<file path="src/rtl/lsu.sv">
// Load/store unit: one op in flight, decodes EXU results into bus loads/stores or pass-through.
// Latency: non-memory/error ops 1 edge to out_valid; memory ops 1 edge to mem_req, out_valid 1 edge after ack.
// Backpressure: in_ready only in IDLE; result held in DONE until out_ready; bus request held until mem_ack or timeout.
module lsu #(
    parameter int TIMEOUT = 255
) (
    input  logic        clk,
    input  logic        rst,
    input  logic        in_valid,
    output logic        in_ready,
    input  logic [31:0] EXU_data,
    input  logic [31:0] store_data,
    input  logic [4:0]  lsu_op,
    input  logic [4:0]  rd_in,
    output logic        mem_req,
    output logic        mem_we,
    output logic [31:0] mem_addr,
    output logic [31:0] mem_wdata,
    output logic [3:0]  mem_wmask,
    input  logic        mem_ack,
    input  logic [31:0] mem_rdata,
    output logic        out_valid,
    input  logic        out_ready,
    output logic [31:0] wb_data,
    output logic [4:0]  rd_out,
    output logic        lsu_err
);

    typedef enum logic [1:0] {IDLE, REQ, DONE} state_t;

    // Counter only needs to reach TIMEOUT-1: the cycle it would hit TIMEOUT is the error cycle.
    localparam int CW = (TIMEOUT < 2) ? 1 : $clog2(TIMEOUT);
    localparam logic [CW-1:0] CNT_LAST = CW'(TIMEOUT - 1);

    localparam logic [1:0] KIND_NONE  = 2'b00;
    localparam logic [1:0] KIND_LOAD  = 2'b01;
    localparam logic [1:0] KIND_STORE = 2'b10;

    state_t        state, state_nxt;
    logic [31:0]   addr_q;
    logic [31:0]   sdata_q;
    logic [4:0]    op_q;
    logic [4:0]    rd_q;
    logic [CW-1:0] cnt;
    logic [31:0]   wb_q;
    logic          err_q;

    // Decode of the incoming op, used only for the IDLE accept decision.
    logic [1:0] in_kind;
    logic [1:0] in_size;
    logic       in_misal;
    logic       in_mem;
    logic       timeout_hit;
    logic       is_store;
    logic [31:0] shifted;
    logic [31:0] load_val;
    logic [3:0]  base_mask;

    assign in_kind  = lsu_op[4:3];
    assign in_size  = lsu_op[1:0];
    assign in_misal = ((in_size == 2'b01) && EXU_data[0]) ||
                      ((in_size == 2'b10) && (EXU_data[1:0] != 2'b00));
    assign in_mem   = ((in_kind == KIND_LOAD) || (in_kind == KIND_STORE)) &&
                      (in_size != 2'b11) && !in_misal;

    assign timeout_hit = (cnt == CNT_LAST);
    assign is_store    = (op_q[4:3] == KIND_STORE);

    // Handshake outputs decode straight from state so an async reset drops them at once.
    assign in_ready  = (state == IDLE);
    assign out_valid = (state == DONE);
    assign mem_req   = (state == REQ);

    assign wb_data = wb_q;
    assign rd_out  = rd_q;
    assign lsu_err = err_q;

    // Bus request fields: word-aligned address, lane-shifted data and strobes, driven only in REQ.
    always_comb begin
        base_mask = 4'b0000;
        case (op_q[1:0])
            2'b00:   base_mask = 4'b0001;
            2'b01:   base_mask = 4'b0011;
            2'b10:   base_mask = 4'b1111;
            default: base_mask = 4'b0000;
        endcase
        mem_addr  = mem_req ? {addr_q[31:2], 2'b00} : 32'd0;
        mem_we    = mem_req && is_store;
        mem_wdata = (mem_req && is_store) ? (sdata_q << {addr_q[1:0], 3'b000}) : 32'd0;
        mem_wmask = (mem_req && is_store) ? (base_mask << addr_q[1:0]) : 4'b0000;
    end

    // Load extraction: align the addressed lane to bit 0, then sign- or zero-extend.
    always_comb begin
        shifted  = mem_rdata >> {addr_q[1:0], 3'b000};
        load_val = shifted;
        case (op_q[1:0])
            2'b00:   load_val = op_q[2] ? {24'd0, shifted[7:0]}  : {{24{shifted[7]}}, shifted[7:0]};
            2'b01:   load_val = op_q[2] ? {16'd0, shifted[15:0]} : {{16{shifted[15]}}, shifted[15:0]};
            default: load_val = shifted;
        endcase
    end

    // State register.
    always_ff @(posedge clk or posedge rst) begin
        if (rst) begin
            state <= IDLE;
        end else begin
            state <= state_nxt;
        end
    end

    // Next-state: ack beats timeout in the same REQ cycle.
    always_comb begin
        state_nxt = state;
        case (state)
            IDLE: if (in_valid) state_nxt = in_mem ? REQ : DONE;
            REQ:  if (mem_ack || timeout_hit) state_nxt = DONE;
            DONE: if (out_ready) state_nxt = IDLE;
            default: state_nxt = IDLE;
        endcase
    end

    // Op capture, timeout counting and result formation.
    always_ff @(posedge clk or posedge rst) begin
        if (rst) begin
            addr_q  <= 32'd0;
            sdata_q <= 32'd0;
            op_q    <= 5'd0;
            rd_q    <= 5'd0;
            cnt     <= '0;
            wb_q    <= 32'd0;
            err_q   <= 1'b0;
        end else begin
            case (state)
                IDLE: begin
                    if (in_valid) begin
                        addr_q  <= EXU_data;
                        sdata_q <= store_data;
                        op_q    <= lsu_op;
                        rd_q    <= rd_in;
                        cnt     <= '0;
                        if (in_mem) begin
                            wb_q  <= 32'd0;
                            err_q <= 1'b0;
                        end else if (in_kind == KIND_NONE) begin
                            wb_q  <= EXU_data;
                            err_q <= 1'b0;
                        end else begin
                            wb_q  <= 32'd0;
                            err_q <= 1'b1;
                        end
                    end
                end
                REQ: begin
                    if (mem_ack) begin
                        cnt   <= '0;
                        wb_q  <= is_store ? 32'd0 : load_val;
                        err_q <= 1'b0;
                    end else if (timeout_hit) begin
                        cnt   <= '0;
                        wb_q  <= 32'd0;
                        err_q <= 1'b1;
                    end else begin
                        cnt <= cnt + 1'b1;
                    end
                end
                default: begin
                end
            endcase
        end
    end

endmodule

</file>
<file path="config.mk">
export PLATFORM = sky130hd
export DESIGN_NAME = lsu
export DESIGN_NICKNAME = d
export VERILOG_FILES = /design/src/rtl/lsu.sv
export SDC_FILE = /design/constraint.sdc
export NUM_CORES = 1
export LEC_CHECK = 0
export CORE_MARGIN = 2
export CORE_UTILIZATION = 50
export CTS_BUF_LIST = sky130_fd_sc_hd__clkbuf_4 sky130_fd_sc_hd__clkbuf_8 sky130_fd_sc_hd__clkbuf_16
export DETAILED_ROUTE_END_ITERATION = 12
export PLACE_DENSITY = 0.87
export SLEW_MARGIN = 20
export SYNTH_ARGS = -nofsm -noshare
export SYNTH_HDL_FRONTEND = slang
export SYNTH_SLANG_ARGS = --single-unit
</file>
<file path="constraint.sdc">
create_clock -name clk -period 12.2 [get_ports clk]
set_input_delay 3.05 -clock clk [delete_from_list [all_inputs] [get_ports clk]]
set_output_delay 3.05 -clock clk [all_outputs]
set_load 0.02 [all_outputs]
</file>
==> reports/qor.csv, run 1 <==
metric;value;unit
most instantiated flip-flop cell in the synthesis netlist;sky130_fd_sc_hd__dfrtp_1;
Worst Hold Class;flop to flop;
portion of the clock cycle consumed by the worst path in the final layout;0.4860;
worst skew pair latency;410;ps
Pre-antenna DRT Iters;5;
average wire per standard cell;19.19;µm
number of top-level pins;221;
hold-fix buffers at CTS;0;
via/cell ratio;5.578;
Finished Layout Cells;987;
part of the Yosys area used for sequential elements;0.4595;
clock tree from TritonCTS;yes;
global-route usage over all layers;0.2821;
number of enable-type register cells in the synthesized netlist;0;
Post-DP Area;8594;µm²
post_cts resized;0;
max capacitance violation total;0;
total detailed-routing wirelength;18940;µm
crit start category;flop;
largest net degree at the start of global routing;70;
overflow left after global routing;0;
via count;5505;
maximum clock frequency;168.7;MHz
count of final hold-check violations;0;
row count;41;
arrival time worst endpoint;2880;ps
via count of the first global-routing pass;5598;
share of final-layout standard cells stronger than drive strength 1;0.1595;
mean area per synthesized cell;10.46;µm²
status;completed;
ant diodes;0;
width of the die;116.9;µm
CTS root buf;sky130_fd_sc_hd__clkbuf_16;
Power Density;235.7;nW/µm²
TritonCTS buffer count;17;
slew at the pin closest to its max-slew limit;885.8;ps
height of the die;116.9;µm
Nets;921;
synthesized cell area;6372;µm²
most used cells in the layout excluding fill and tap cells;218 x sky130_fd_sc_hd__clkdlybuf4s50_1, 115 x sky130_fd_sc_hd__dfrtp_1, 79 x sky130_fd_sc_hd__nor2_1, 72 x sky130_fd_sc_hd__mux2_2, 39 x sky130_fd_sc_hd__and2_1;
DP HPWL;13840;µm
unrepaired setup endpoints after global routing;no;
# H-tree levels;4;
count of distinct cell types in the synthesized netlist;43;
Initial Util;0.5091;
Detailed Route Iter0 Violations;342;
initial antenna violation count;0;
standard cell core area;12520;µm²
leakage power of the design;3.709;nW
setup repair bufs after CTS;0;
sequential cell area;2930;µm²
Synth-to-Final Area Change;44.81;%
FF-to-FF setup slack;9400;ps
post-synthesis sequential element count;117;
max-slew violation total from the final report;0;
clk slew on worst S/H paths;50;ps
total non-filler cell area in the finished layout;9228;µm²
cell total after placement;956;
first-pass GRT wire length;29410;µm
total of endpoints with negative setup slack in the final report;0;
post-detailed-route count of antenna-violating nets;0;
worst vdd ir;0.0001189;V
Async S/R FF share, synth;1.000;
I/O Buffers;218;
area occupied by multi-input gates;3187;µm²
Setup TNS Final;0;ps
yosys synthesis warning count;0;
most frequent standard cell in the layout excluding fill and tap cells;sky130_fd_sc_hd__clkdlybuf4s50_1;
worst clock skew;8.136;ps
Clock Sinks;117;
largest fanout on the critical path;11;
number of buffers on the longest clock path;2;
post-synthesis instance total;609;
worst path required time;9150;ps
endpoint class of the critical path;primary output;
Remaining DRCs;0;
number of filler cells placed in the layout;924;
Final Critical Period;5929;ps
worst hold slack;497.7;ps
placer's final routability congestion estimate;0.8701;
normalized max-slew margin;0.4095;
worst setup path class;flop to primary output;
Die Footprint;13660;µm²
==> kinds of logic after synthesis <==
family / share of synthesized area
AND/OR/NAND/NOR: 0.1512
flip-flops: 0.4595
AO/OA/AOI/OAI: 0.1335
XOR/XNOR: 0.004124
buffers and inverters: 0.04163
multiplexers: 0.1958
adder cells (fa/ha/maj): 0.01374
other: 0.0005885
==> synth_stat cells (all sizes together), types with 2 or more instances <==
cell      n  area (µm²)
ha        7       87.58
and3      2       12.51
dfrtp   117        2928
nand2    18       67.56
a31oi    24       212.7
nand3b    2       15.01
nand2b   15       93.84
nor2     79       296.5
a22oi    15       112.6
o21a      2       15.01
inv      11       41.29
nor2b    17       106.4
buf      18       107.6
xor2      3       26.28
nand4     4       25.02
a21oi    31       155.2
or2       2       12.51
o21ai    19       95.09
or3       3       18.77
clkbuf   31       116.4
mux2     72       810.8
mux2i    26       260.3
mux4      7       176.4
and2     41       256.5
nor3      3       15.01
a211oi   30       225.2
==> per-layer routing <==
| metal | up-vias | GRT usage | share of wire |
|---|---|---|---|
| met2 | 249 | 0.4813 | 0.50 |
| met4 | 0 | 0.09961 | 0.019 |
| met1 | 2685 | 0.3430 | 0.39 |
| met3 | 26 | 0.08187 | 0.088 |
| met5 | - | 0 | 0 |
| li1 | 2545 | - | - |
==> worst max-delay path, cell delays in order (launching register included) <==
cell and delay [ps]:
sky130_fd_sc_hd__dfrtp_1 440, sky130_fd_sc_hd__nand2b_1 240, sky130_fd_sc_hd__or3_1 550, sky130_fd_sc_hd__nor2_1 430
sky130_fd_sc_hd__and2_1 200, sky130_fd_sc_hd__clkdlybuf4s50_1 610
==> per-stage QoR <==
stage,setup slack (ps),power [mW],utilization
6_report,6271,2.175,0.7372
5_1_grt,6070,2.301,0.7372
4_1_cts,6255,2.181,0.7371
3_5_place_dp,6572,1.640,0.6866
3_3_place_gp,6701,1.599,0.6866
2_1_floorplan,6049,1.303,-
==> final timing paths <==
| path | depth (start not counted) | startpoint | end |
|---|---|---|---|
| worst max-delay path | 5 | state[1] | mem_wdata[2] |
| worst min-delay path | 1 | addr_q[22] | addr_q[22] |
| worst max register to register | 6 | addr_q[0] | wb_data[26] |
| worst min register to register | 1 | addr_q[22] | addr_q[22] |
| max in group asynchronous | 3 | rst | addr_q[0] |
| min in group asynchronous | 2 | rst | op_q[4] |
==> area by class of cell <==
class / count / area share
tap: 172 / 0.02332
clock inverter: 9 / 0.01627
multi-input combinational: 433 / 0.3454
sequential: 117 / 0.3176
clock buffer: 22 / 0.05220
timing repair buffer: 223 / 0.2405
inverter: 11 / 0.004746
==> sequential cells by signal, summed over array words and instances, names as in the netlist <==
register / count
rd_out: 5
lsu_err: 1
addr_q: 32
op_q: 5
state: 2
wb_data: 32
sdata_q: 32
cnt: 8
==> power by group <==
part	internal [mW]	switching, mW
clock	0.360	0.174
combinational	0.461	0.458
sequential	0.574	0.149
Note: power is estimated with default switching activity, not from simulation.
==> run 2: changes to the inputs <==
Settings changed: CORE_UTILIZATION 50 to 42, PLACE_DENSITY 0.87 to 0.78.
Clock period 12.2 ns to 5.2 ns, I/O delays scaled along.
==> run 2 against run 1 <==
Critical path depth down 1; final cell count up 1.9%; worst setup slack got worse by 5300 ps; global-route usage is 4.0 points lower; power rose by 130%; design area hardly changed; critical path type unchanged; largest power group unchanged.
==> reports/qor.csv, run 2 (synthesis results as in run 1) <==
metric;value;unit
status;completed;
Hold Startpoint;addr_q[7];
unrepaired setup endpoints after global routing;no;
worst reg2reg path startpoint;addr_q[0];
Initial Util;0.4239;
most frequent standard cell in the layout excluding fill and tap cells;sky130_fd_sc_hd__clkdlybuf4s50_1;
hold-fix buffers at CTS;0;
portion of the clock cycle consumed by the worst path in the final layout;0.8182;
Nets;923;
Synth-to-Final Area Change;44.77;%
endpoint class of the critical path;primary output;
maximum cell stage delay along the critical path;830;ps
post_cts resized;0;
share of final-layout standard cells stronger than drive strength 1;0.1614;
Pre-antenna DRT Iters;5;
via count of the first global-routing pass;5631;
share of total power in the clock network;0.233;
# H-tree levels;4;
TritonCTS buffer count;17;
overflow left after global routing;0;
average wire per standard cell;19.25;µm
worst path required time;3900;ps
standard cell with the maximum stage delay on the critical path;sky130_fd_sc_hd__dfrtp_2;
met3 routing resource usage after global routing;0.06993;
normalized max-slew margin;0.2845;
total design power;5.006;mW
start point of the critical path;addr_q[0];
area occupied by multi-input gates;3186;µm²
setup repair bufs after CTS;0;
width of the die;127.2;µm
Post-DP Area;8630;µm²
Die Footprint;16170;µm²
first-pass GRT wire length;30220;µm
global route hottest layer;met2;
cell depth of the worst flop-to-flop path;6;
Setup TNS Final;0;ps
count of final hold-check violations;0;
largest net degree at the start of global routing;62;
Worst R2R End;wb_data[29];
global-route usage over all layers;0.2418;
Clock Sinks;117;
CTS root buf;sky130_fd_sc_hd__clkbuf_16;
largest fanout on the critical path;39;
total non-filler cell area in the finished layout;9225;µm²
total detailed-routing wirelength;19360;µm
met2 Track Usage GR;0.4114;
initial antenna violation count;0;
clk slew on worst S/H paths;50;ps
arrival time worst endpoint;2950;ps
Remaining DRCs;0;
placer's final routability congestion estimate;0.8672;
worst vdd ir;0.0002499;V
crit start category;flop;
worst setup timing slack at the placement stage;1339;ps
number of filler cells placed in the layout;1219;
ant diodes;0;
slew at the pin closest to its max-slew limit;1073;ps
max-slew violation total from the final report;0;
worst skew pair latency;420;ps
least setup slack across all paths after layout;945.5;ps
worst clock skew;6.311;ps
most used cells in the layout excluding fill and tap cells;218 x sky130_fd_sc_hd__clkdlybuf4s50_1, 115 x sky130_fd_sc_hd__dfrtp_1, 79 x sky130_fd_sc_hd__nor2_1, 72 x sky130_fd_sc_hd__mux2_2, 39 x sky130_fd_sc_hd__and2_1;
standard cell core area;15030;µm²
Final Critical Period;4255;ps
WHS Path Cells;1;
number of buffers on the longest clock path;2;
worst setup path class;flop to primary output;
sequential cell area;2930;µm²
Worst Hold Class;flop to flop;
Detailed Route Iter0 Violations;302;
clock tree from TritonCTS;yes;
share of power burned in combinational logic;0.433;
height of the die;127.2;µm
total of endpoints with negative setup slack in the final report;0;
FF-to-FF setup slack;2380;ps
row count;45;
global-route track usage on met1;0.2894;
DP HPWL;14190;µm
Min-Delay Endpoint;addr_q[7];
I/O Buffers;218;
switching power summed over all nets;1.816;mW
number of top-level pins;221;
via count;5632;
leakage power of the design;3.707;nW
proportion of total power due to net switching;0.3628;
via/cell ratio;5.598;
max capacitance violation total;0;
Cell Chain, Critical Path;nor2b_1, a21oi_1, nor2_1, clkdlybuf4s50_1;
part of the power in registers;0.334;
post-detailed-route count of antenna-violating nets;0;
Power Density;542.6;nW/µm²
worst hold slack;496.7;ps
maximum clock frequency;235.0;MHz
internal power contribution;3.190;mW
==> run 2: power by group through the flow <==
stage | clock network (mW) | registers, mW | logic [mW]
floorplan | 0 | 1.74 | 1.32
global placement | 0 | 1.65 | 2.11
detailed placement | 0 | 1.68 | 2.17
CTS | 1.18 | 1.67 | 2.18
global route | 1.23 | 1.74 | 2.33
finish | 1.16 | 1.67 | 2.17
==> run 2: per-stage QoR <==
stage               utilization  instances
floorplan                     -        610
global placement         0.5740        974
detailed placement       0.5740        974
CTS                      0.6137       1006
global route             0.6137       1006
finish                   0.6137       1006
==> run 2: how the worst max path moves through the flow <==
stage	end	slack (ps)
finish	mem_wdata[18]	950
global route	mem_wdata[23]	730
CTS	mem_wdata[7]	910
detailed placement	wb_data[2]	1340
global placement	mem_wmask[2]	1410
floorplan	addr_q[0]	800
==> run 2: per-layer routing <==
layer | part of all wire | up-vias
li1 | - | 2559
met1 | 0.40 | 2773
met2 | 0.49 | 261
met3 | 0.077 | 39
met4 | 0.028 | 0
met5 | 0 | -
==> run 2: cell type report <==
| type | count | share of cell area |
|---|---|---|
| inverters | 11 | 0.004747 |
| well taps | 188 | 0.02550 |
| flip-flops and latches | 117 | 0.3176 |
| clock buffers | 23 | 0.05371 |
| multi-input cells | 433 | 0.3453 |
| clock inverters | 9 | 0.01085 |
| repair buffers | 225 | 0.2422 |
==> run 2: worst max-delay path: cells and delay by family (launching register included) <==
kind                   cells  cell delay, ps
AND/OR/NAND/NOR            2             890
flip-flops                 1             830
buffers and inverters      1             650
AO/OA/AOI/OAI              1             150
